`src/rtl/bus_arb_pkg.sv`:
```
// bus_arb_pkg: shared types and constants for the two-source bus arbiter.
//   state_t : arbiter sequencing states
//   src_t   : source identifier (SRC1 / SRC2)
//   CTL_*   : 2-bit mux select codes driven onto Control
package bus_arb_pkg;

  typedef enum logic [1:0] {
    IDLE = 2'b00,
    TURN = 2'b01,
    OWN1 = 2'b10,
    OWN2 = 2'b11
  } state_t;

  typedef enum logic {
    SRC1 = 1'b0,
    SRC2 = 1'b1
  } src_t;

  localparam logic [1:0] CTL_IN1  = 2'b00;  // bus <- source 1
  localparam logic [1:0] CTL_IN2  = 2'b01;  // bus <- source 2
  localparam logic [1:0] CTL_TURN = 2'b10;  // bus <- 4'b0011 turnaround
  localparam logic [1:0] CTL_IDLE = 2'b11;  // bus <- 4'b0000

endpackage

```
`src/rtl/bus_hold_timer.sv`:
```
// bus_hold_timer: saturating count of owned cycles.
//   i_clk, i_rst_n : clock, async active-low reset
//   i_clr          : hold count at zero (asserted while nobody owns the bus)
//   i_en           : an owned cycle is in progress
//   o_expired      : the current owned cycle is the MAX_HOLD-th one
// The counter saturates at MAX_HOLD; width is clog2(MAX_HOLD+1).
module bus_hold_timer #(
  parameter int MAX_HOLD = 8
) (
  input  logic i_clk,
  input  logic i_rst_n,
  input  logic i_clr,
  input  logic i_en,
  output logic o_expired
);

  localparam int CW = $clog2(MAX_HOLD + 1);
  localparam logic [CW-1:0] CNT_MAX  = CW'(MAX_HOLD);
  localparam logic [CW-1:0] CNT_LAST = CW'(MAX_HOLD - 1);

  logic [CW-1:0] r_cnt;

  always_ff @(posedge i_clk or negedge i_rst_n) begin
    if (!i_rst_n)                      r_cnt <= '0;
    else if (i_clr)                    r_cnt <= '0;
    else if (i_en && r_cnt != CNT_MAX) r_cnt <= r_cnt + CW'(1);
  end

  // The count reaches MAX_HOLD on the edge that closes this cycle, so the
  // owner is released after exactly MAX_HOLD owned cycles.
  assign o_expired = i_en && (r_cnt >= CNT_LAST);

endmodule

```
`src/rtl/bus_arbiter.sv`:
```
// bus_arbiter: two-requester arbiter/sequencer for the shared 4-bit bus mux.
//   Clock, Reset_n    : clock (rising edge), async active-low reset
//   Req1, Req2        : bus requests, held high until done
//   Done1, Done2      : one-cycle release strobes (ignored unless owner)
//   Grant1, Grant2    : registered ownership grants
//   Control           : mux select (00 src1, 01 src2, 10 turnaround, 11 idle)
//   Busy              : high in any state other than IDLE
//   Timeout           : one-cycle pulse on the TURN following a forced release
// Optional feature macro: BUS_ARB_TIMEOUT_EN enables the hold timer and
// forced release after MAX_HOLD owned cycles while the other side waits.
module bus_arbiter
  import bus_arb_pkg::*;
#(
  parameter int MAX_HOLD = 8
) (
  input  logic       Clock,
  input  logic       Reset_n,
  input  logic       Req1,
  input  logic       Req2,
  input  logic       Done1,
  input  logic       Done2,
  output logic       Grant1,
  output logic       Grant2,
  output logic [1:0] Control,
  output logic       Busy,
  output logic       Timeout
);

  state_t     r_state;
  src_t       r_next;
  src_t       r_last;
  logic       r_grant1, r_grant2, r_busy, r_timeout;
  logic [1:0] r_ctl;

  logic w_owning, w_expired, w_force;
  logic w_req_tgt, w_req_oth;

  assign w_owning  = (r_state == OWN1) || (r_state == OWN2);
  assign w_req_tgt = (r_next == SRC1) ? Req1 : Req2;
  assign w_req_oth = (r_next == SRC1) ? Req2 : Req1;

`ifdef BUS_ARB_TIMEOUT_EN
  bus_hold_timer #(.MAX_HOLD(MAX_HOLD)) u_hold (
    .i_clk    (Clock),
    .i_rst_n  (Reset_n),
    .i_clr    (!w_owning),
    .i_en     (w_owning),
    .o_expired(w_expired)
  );
`else
  assign w_expired = 1'b0;
`endif

  // Forced release only makes sense when the other side is waiting.
  assign w_force = w_expired && ((r_state == OWN1) ? Req2 : Req1);

  always_ff @(posedge Clock or negedge Reset_n) begin
    if (!Reset_n) begin
      r_state   <= IDLE;
      r_next    <= SRC1;
      r_last    <= SRC2;
      r_grant1  <= 1'b0;
      r_grant2  <= 1'b0;
      r_ctl     <= CTL_IDLE;
      r_busy    <= 1'b0;
      r_timeout <= 1'b0;
    end else begin
      r_timeout <= 1'b0;
      case (r_state)
        IDLE: begin
          if (Req1 || Req2) begin
            r_state <= TURN;
            r_ctl   <= CTL_TURN;
            r_busy  <= 1'b1;
            // Round-robin on contention: favour whoever did not own last.
            if (Req1 && Req2) r_next <= (r_last == SRC1) ? SRC2 : SRC1;
            else              r_next <= Req1 ? SRC1 : SRC2;
          end
        end
        TURN: begin
          if (w_req_tgt) begin
            r_state  <= (r_next == SRC1) ? OWN1 : OWN2;
            r_ctl    <= (r_next == SRC1) ? CTL_IN1 : CTL_IN2;
            r_grant1 <= (r_next == SRC1);
            r_grant2 <= (r_next == SRC2);
          end else if (w_req_oth) begin
            // Target withdrew; retarget without leaving the turnaround.
            r_next <= (r_next == SRC1) ? SRC2 : SRC1;
          end else begin
            r_state <= IDLE;
            r_ctl   <= CTL_IDLE;
            r_busy  <= 1'b0;
          end
        end
        OWN1: begin
          if (Done1 || !Req1 || w_force) begin
            r_last   <= SRC1;
            r_grant1 <= 1'b0;
            if (Req2) begin
              r_state   <= TURN;
              r_next    <= SRC2;
              r_ctl     <= CTL_TURN;
              r_timeout <= w_force && Req1 && !Done1;
            end else begin
              r_state <= IDLE;
              r_ctl   <= CTL_IDLE;
              r_busy  <= 1'b0;
            end
          end
        end
        OWN2: begin
          if (Done2 || !Req2 || w_force) begin
            r_last   <= SRC2;
            r_grant2 <= 1'b0;
            if (Req1) begin
              r_state   <= TURN;
              r_next    <= SRC1;
              r_ctl     <= CTL_TURN;
              r_timeout <= w_force && Req2 && !Done2;
            end else begin
              r_state <= IDLE;
              r_ctl   <= CTL_IDLE;
              r_busy  <= 1'b0;
            end
          end
        end
        default: begin
          r_state  <= IDLE;
          r_ctl    <= CTL_IDLE;
          r_grant1 <= 1'b0;
          r_grant2 <= 1'b0;
          r_busy   <= 1'b0;
        end
      endcase
    end
  end

  assign Grant1  = r_grant1;
  assign Grant2  = r_grant2;
  assign Control = r_ctl;
  assign Busy    = r_busy;
  assign Timeout = r_timeout;

endmodule

```
`config.mk`:
```
export PLATFORM = sky130hd
export DESIGN_NAME = bus_arbiter
export DESIGN_NICKNAME = d
export VERILOG_FILES = /design/src/rtl/bus_arb_pkg.sv /design/src/rtl/bus_hold_timer.sv /design/src/rtl/bus_arbiter.sv
export SDC_FILE = /design/constraint.sdc
export NUM_CORES = 1
export LEC_CHECK = 0
export BUFFER_PORTS_ARGS = -buffer_cell sky130_fd_sc_hd__buf_2
export CAP_MARGIN = 10
export CELL_PAD_IN_SITES_DETAIL_PLACEMENT = 1
export CELL_PAD_IN_SITES_GLOBAL_PLACEMENT = 1
export CORE_AREA = 2 2 44 46
export DETAILED_ROUTE_END_ITERATION = 8
export DIE_AREA = 0 0 46 48
export PLACE_DENSITY_LB_ADDON = 0.1
export REMOVE_ABC_BUFFERS = 1
export SLEW_MARGIN = 10
export SYNTH_ARGS = -nofsm -noshare
export SYNTH_HDL_FRONTEND = slang
export SYNTH_HIERARCHICAL = 1
export SYNTH_SLANG_ARGS = --single-unit
```
`constraint.sdc`:
```
create_clock -name Clock -period 1.65 [get_ports Clock]
set_input_delay 0.0825 -clock Clock [delete_from_list [all_inputs] [get_ports Clock]]
set_output_delay 0.0825 -clock Clock [all_outputs]
set_load 0.03 [all_outputs]
```
==> qor.csv <==
stage,metric,value,unit
floorplanning,pin_count,12,
layout,syn_to_final_growth,13.4,%
synthesis,synth_area_per_cell,9.30,sq um
pwr,total_power,0.00151,W
route,drt_iter0_markers,14,
floorplanning,start_util,39.1,%
worst_setup_path,cp_slowest_cell,dfrtp_1,
layout,instances_no_fill,100,
clock_tree,ctsResizeCount,0,
route,route.detailed.drc,0,
clock_tree,cts_setup_buffers,0,
floorplanning,die_x,46,microns
sta,finalSetupViolations,0,
route,viasPerCell,5.69,
placement,place_hpwl,1180,microns
synthesis,syn_area,661,sq um
clock_tree,clock_latency,0.26,ns
pwr,p_switching,0.000678,W
sta,hold_violations,0,
sta,final.setup.tns,0,ns
global_route,grt_pass1_vias,559,
synthesis,ys_warn_count,6,
status,status,"complete, no violations",
layout,fillCellCount,216,
flow_run,cap_violations,0,
layout,fin_util,44.4,%
synthesis,synth_edf_count,0,
pwr,p_int,0.000827,W
synthesis,syn_inst,71,
synthesis,async_flop_share,100,%
worst_setup_path,slowest_delay,0.46,ns
sta,fin_crit_sh,94.0,%
pwr,p_seq_share,30.2,%
global_route,antenna_found_initial,0,
clock_tree,cts_made_buffers,3,
worst_setup_path,crit_arrival,1.75,ns
pwr,pwr-share-comb,57.9,%
placement,dp_cells,95,
placement,gp_congestion,0.701,
worst_setup_path,critical_path_buf_inv_count,0,
clock_tree,clock_tree.root_cell,clkbuf_4,
worst_setup_path,cp_max_fo,8,
synthesis,ys_seq_elements,9,
global_route,track_usage,17.4,%
global_route,grt_remaining_overflow,0,
clock_tree,htreeDepth,1,
worst_hold_path,hold_path.class,in2reg,
sta,slew_violations,0,
worst_setup_path,crit_path_start_kind,register,
sta,layout_min_cycle_time,1.55,ns
pwr,vdd_drop_max,0.759,mV
global_route,grt_max_degree,14,
pwr,p_per_area,2010,nW/um^2
pwr,netSwitchingFraction,45.1,%
synthesis,synth_ff_type,dfrtp_1,
pwr,power_frac_clock,11.8,%
synthesis,yosysSeqAreaShare,34.7,%
route,route.vias.total,569,
floorplanning,die_y,48,microns
sta,fmax,645,MHz
sta,fin_skew,0.000822,ns
clock_tree,clk_pin_slew_worst_paths,0.06,ns
synthesis,ys_types,33,
route,ant_nets,0,
floorplanning,rows,15,
floorplanning,dieArea,2210,sq um
worst_setup_path,path_class,reg2reg,
clock_tree,clk_path_buf_depth,2,
pwr,p_leak,0.346,nW
sta,rsz0062_at_grt,false,
clock_tree,cts_tree,built,
layout,antenna_cells,0,
worst_setup_path,crit_family,flip-flops,
floorplanning,coreArea,1690,sq um
global_route,grt_pass1_wl,2640,microns
placement,port-buffer-count,10,
route,routedWlPerCell,16.1,microns
clock_tree,cts.sinks,9,
layout,final_nets,90,
worst_setup_path,crit_chain,and4bb_1 > nor3_2 > a21boi_4 > mux2_4,
worst_setup_path,end_kind,register,
worst_setup_path,worstPathRequired,1.85,ns
route,drt_pass1_iterations,4,
layout,drive_above_1_share,36.1,%
route,wirelength,1610,microns
-- metrics by stage --
step | setup slack [ns] | hold slack [ns] | instance area (sq um)
after global placement | 0.168 | -0.0503 | 713
after floorplan | 0.0598 | -0.213 | 612
after CTS | 0.104 | 0.155 | 749
after detailed placement | 0.116 | -0.0478 | 713
after global routing | 0.0255 | 0.159 | 749
final | 0.0985 | 0.156 | 749
-- cells in the mapped netlist, types with 2 or more instances --
| cell | instances | area, sq um |
|---|---|---|
| dfrtp_1 | 6 | 150 |
| nand2_1 | 7 | 26.3 |
| dfstp_2 | 3 | 78.8 |
| nor2_1 | 3 | 11.3 |
| mux2_4 | 2 | 30.0 |
| nand2b_1 | 3 | 18.8 |
| o22ai_1 | 2 | 12.5 |
| mux2i_1 | 2 | 20.0 |
| buf_4 | 3 | 22.5 |
| nor2b_1 | 2 | 12.5 |
| a31oi_1 | 3 | 18.8 |
| inv_1 | 3 | 11.3 |
| a21oi_1 | 6 | 30.0 |
| buf_2 | 3 | 15.0 |
| o21ai_0 | 5 | 25.0 |
-- layer usage --
layer	vias to the layer above	global-route usage (%)	share of wire, %
met5	-	0	0
met4	0	8.57	1.1
met3	4	4.53	3.2
met2	13	27.5	46
met1	277	22.1	50
li1	275	-	-
-- cell type report --
class | instances | area (sq um) | area share, %
clock buffer | 4 | 26.3 | 3.51
inverter | 4 | 15.0 | 2.00
multi-input combinational | 51 | 368 | 49.1
sequential | 9 | 229 | 30.6
tap | 17 | 21.3 | 2.84
timing repair buffer | 15 | 90.1 | 12.0
-- cells in the final DEF (no fill, tap or decap) --
master | netlist | layout
buf_2 | 3 | 10
nand2_1 | 7 | 7
dfrtp_1 | 6 | 6
a21oi_1 | 6 | 6
o21ai_0 | 5 | 5
buf_4 | 3 | 4
dfstp_2 | 3 | 3
inv_1 | 3 | 3
nand2b_1 | 3 | 3
nor2_1 | 3 | 3
a31oi_1 | 3 | 3
clkbuf_4 | 0 | 3
o22ai_1 | 2 | 2
nor2b_1 | 2 | 2
mux2_4 | 2 | 2
mux2i_1 | 2 | 2
inv_2 | 1 | 1
o211a_1 | 1 | 1
o22ai_2 | 1 | 1
nor2b_4 | 1 | 1
o32ai_2 | 1 | 1
and4b_4 | 1 | 1
and4bb_1 | 1 | 1
nor4_2 | 1 | 1
nor3_2 | 1 | 1
o221ai_1 | 1 | 1
a21boi_4 | 1 | 1
o22a_1 | 1 | 1
or3_1 | 1 | 1
o21ai_1 | 1 | 1
nand3_1 | 1 | 1
nor3_1 | 1 | 1
conb_1 | 1 | 1
clkbuf_1 | 0 | 1
dlygate4sd3_1 | 0 | 1
-- state kept, by name (all words and copies together) (netlist names) --
| signal | count |
|---|---|
| r_last | 1 |
| Grant2 | 1 |
| r_state | 2 |
| Busy | 1 |
| Control | 2 |
| r_next | 1 |
| Grant1 | 1 |
-- tightest hold or removal path: stages --
cell and delay [ns]:
buf_2 0.11, o21ai_0 0.15, a21oi_1 0.07
-- path summary, 6_finish.rpt --
check                           slack [ns]                    from  cells after the start                     end
worst max-delay path                   0.1  r_state[1]$_DFFE_PN0P_                      4  Control[0]$_DFFE_PN1P_
worst min-delay path                  0.16                   Done2                      3      r_last$_DFFE_PN1P_
worst max register to register         0.1  r_state[1]$_DFFE_PN0P_                      4  Control[0]$_DFFE_PN1P_
worst min register to register        0.48      r_last$_DFFE_PN1P_                      2      r_last$_DFFE_PN1P_
max in group asynchronous             1.20                 Reset_n                      2      r_last$_DFFE_PN1P_
min in group asynchronous             0.20                 Reset_n                      2      Grant1$_DFFE_PN0P_
-- cells by family (layout without fill, tap and decap cells) --
kind of cell / after synthesis / in the layout / synth area share, %
other: 1 / 1 / 0.568
AO/OA/AOI/OAI: 23 / 23 / 25.2
multiplexers: 4 / 4 / 7.58
buffers and inverters: 11 / 23 / 9.66
flip-flops: 9 / 9 / 34.7
AND/OR/NAND/NOR: 23 / 23 / 22.3
-- power by group through the flow --
stage	logic [W]	clock network, W	registers [W]
after global routing	0.000958	0.000206	0.000474
after CTS	0.000876	0.000188	0.000456
after floorplan	0.000445	0	0.000610
after detailed placement	0.000868	0	0.000459
after global placement	0.000856	0	0.000450
final	0.000872	0.000178	0.000455
-- repair_timing --
action,in CTS,in global routing
hold buffers,1,0
setup endpoints to repair,0,0
endpoints found under the hold margin,9,0
Note: power is estimated with default switching activity, not from simulation.
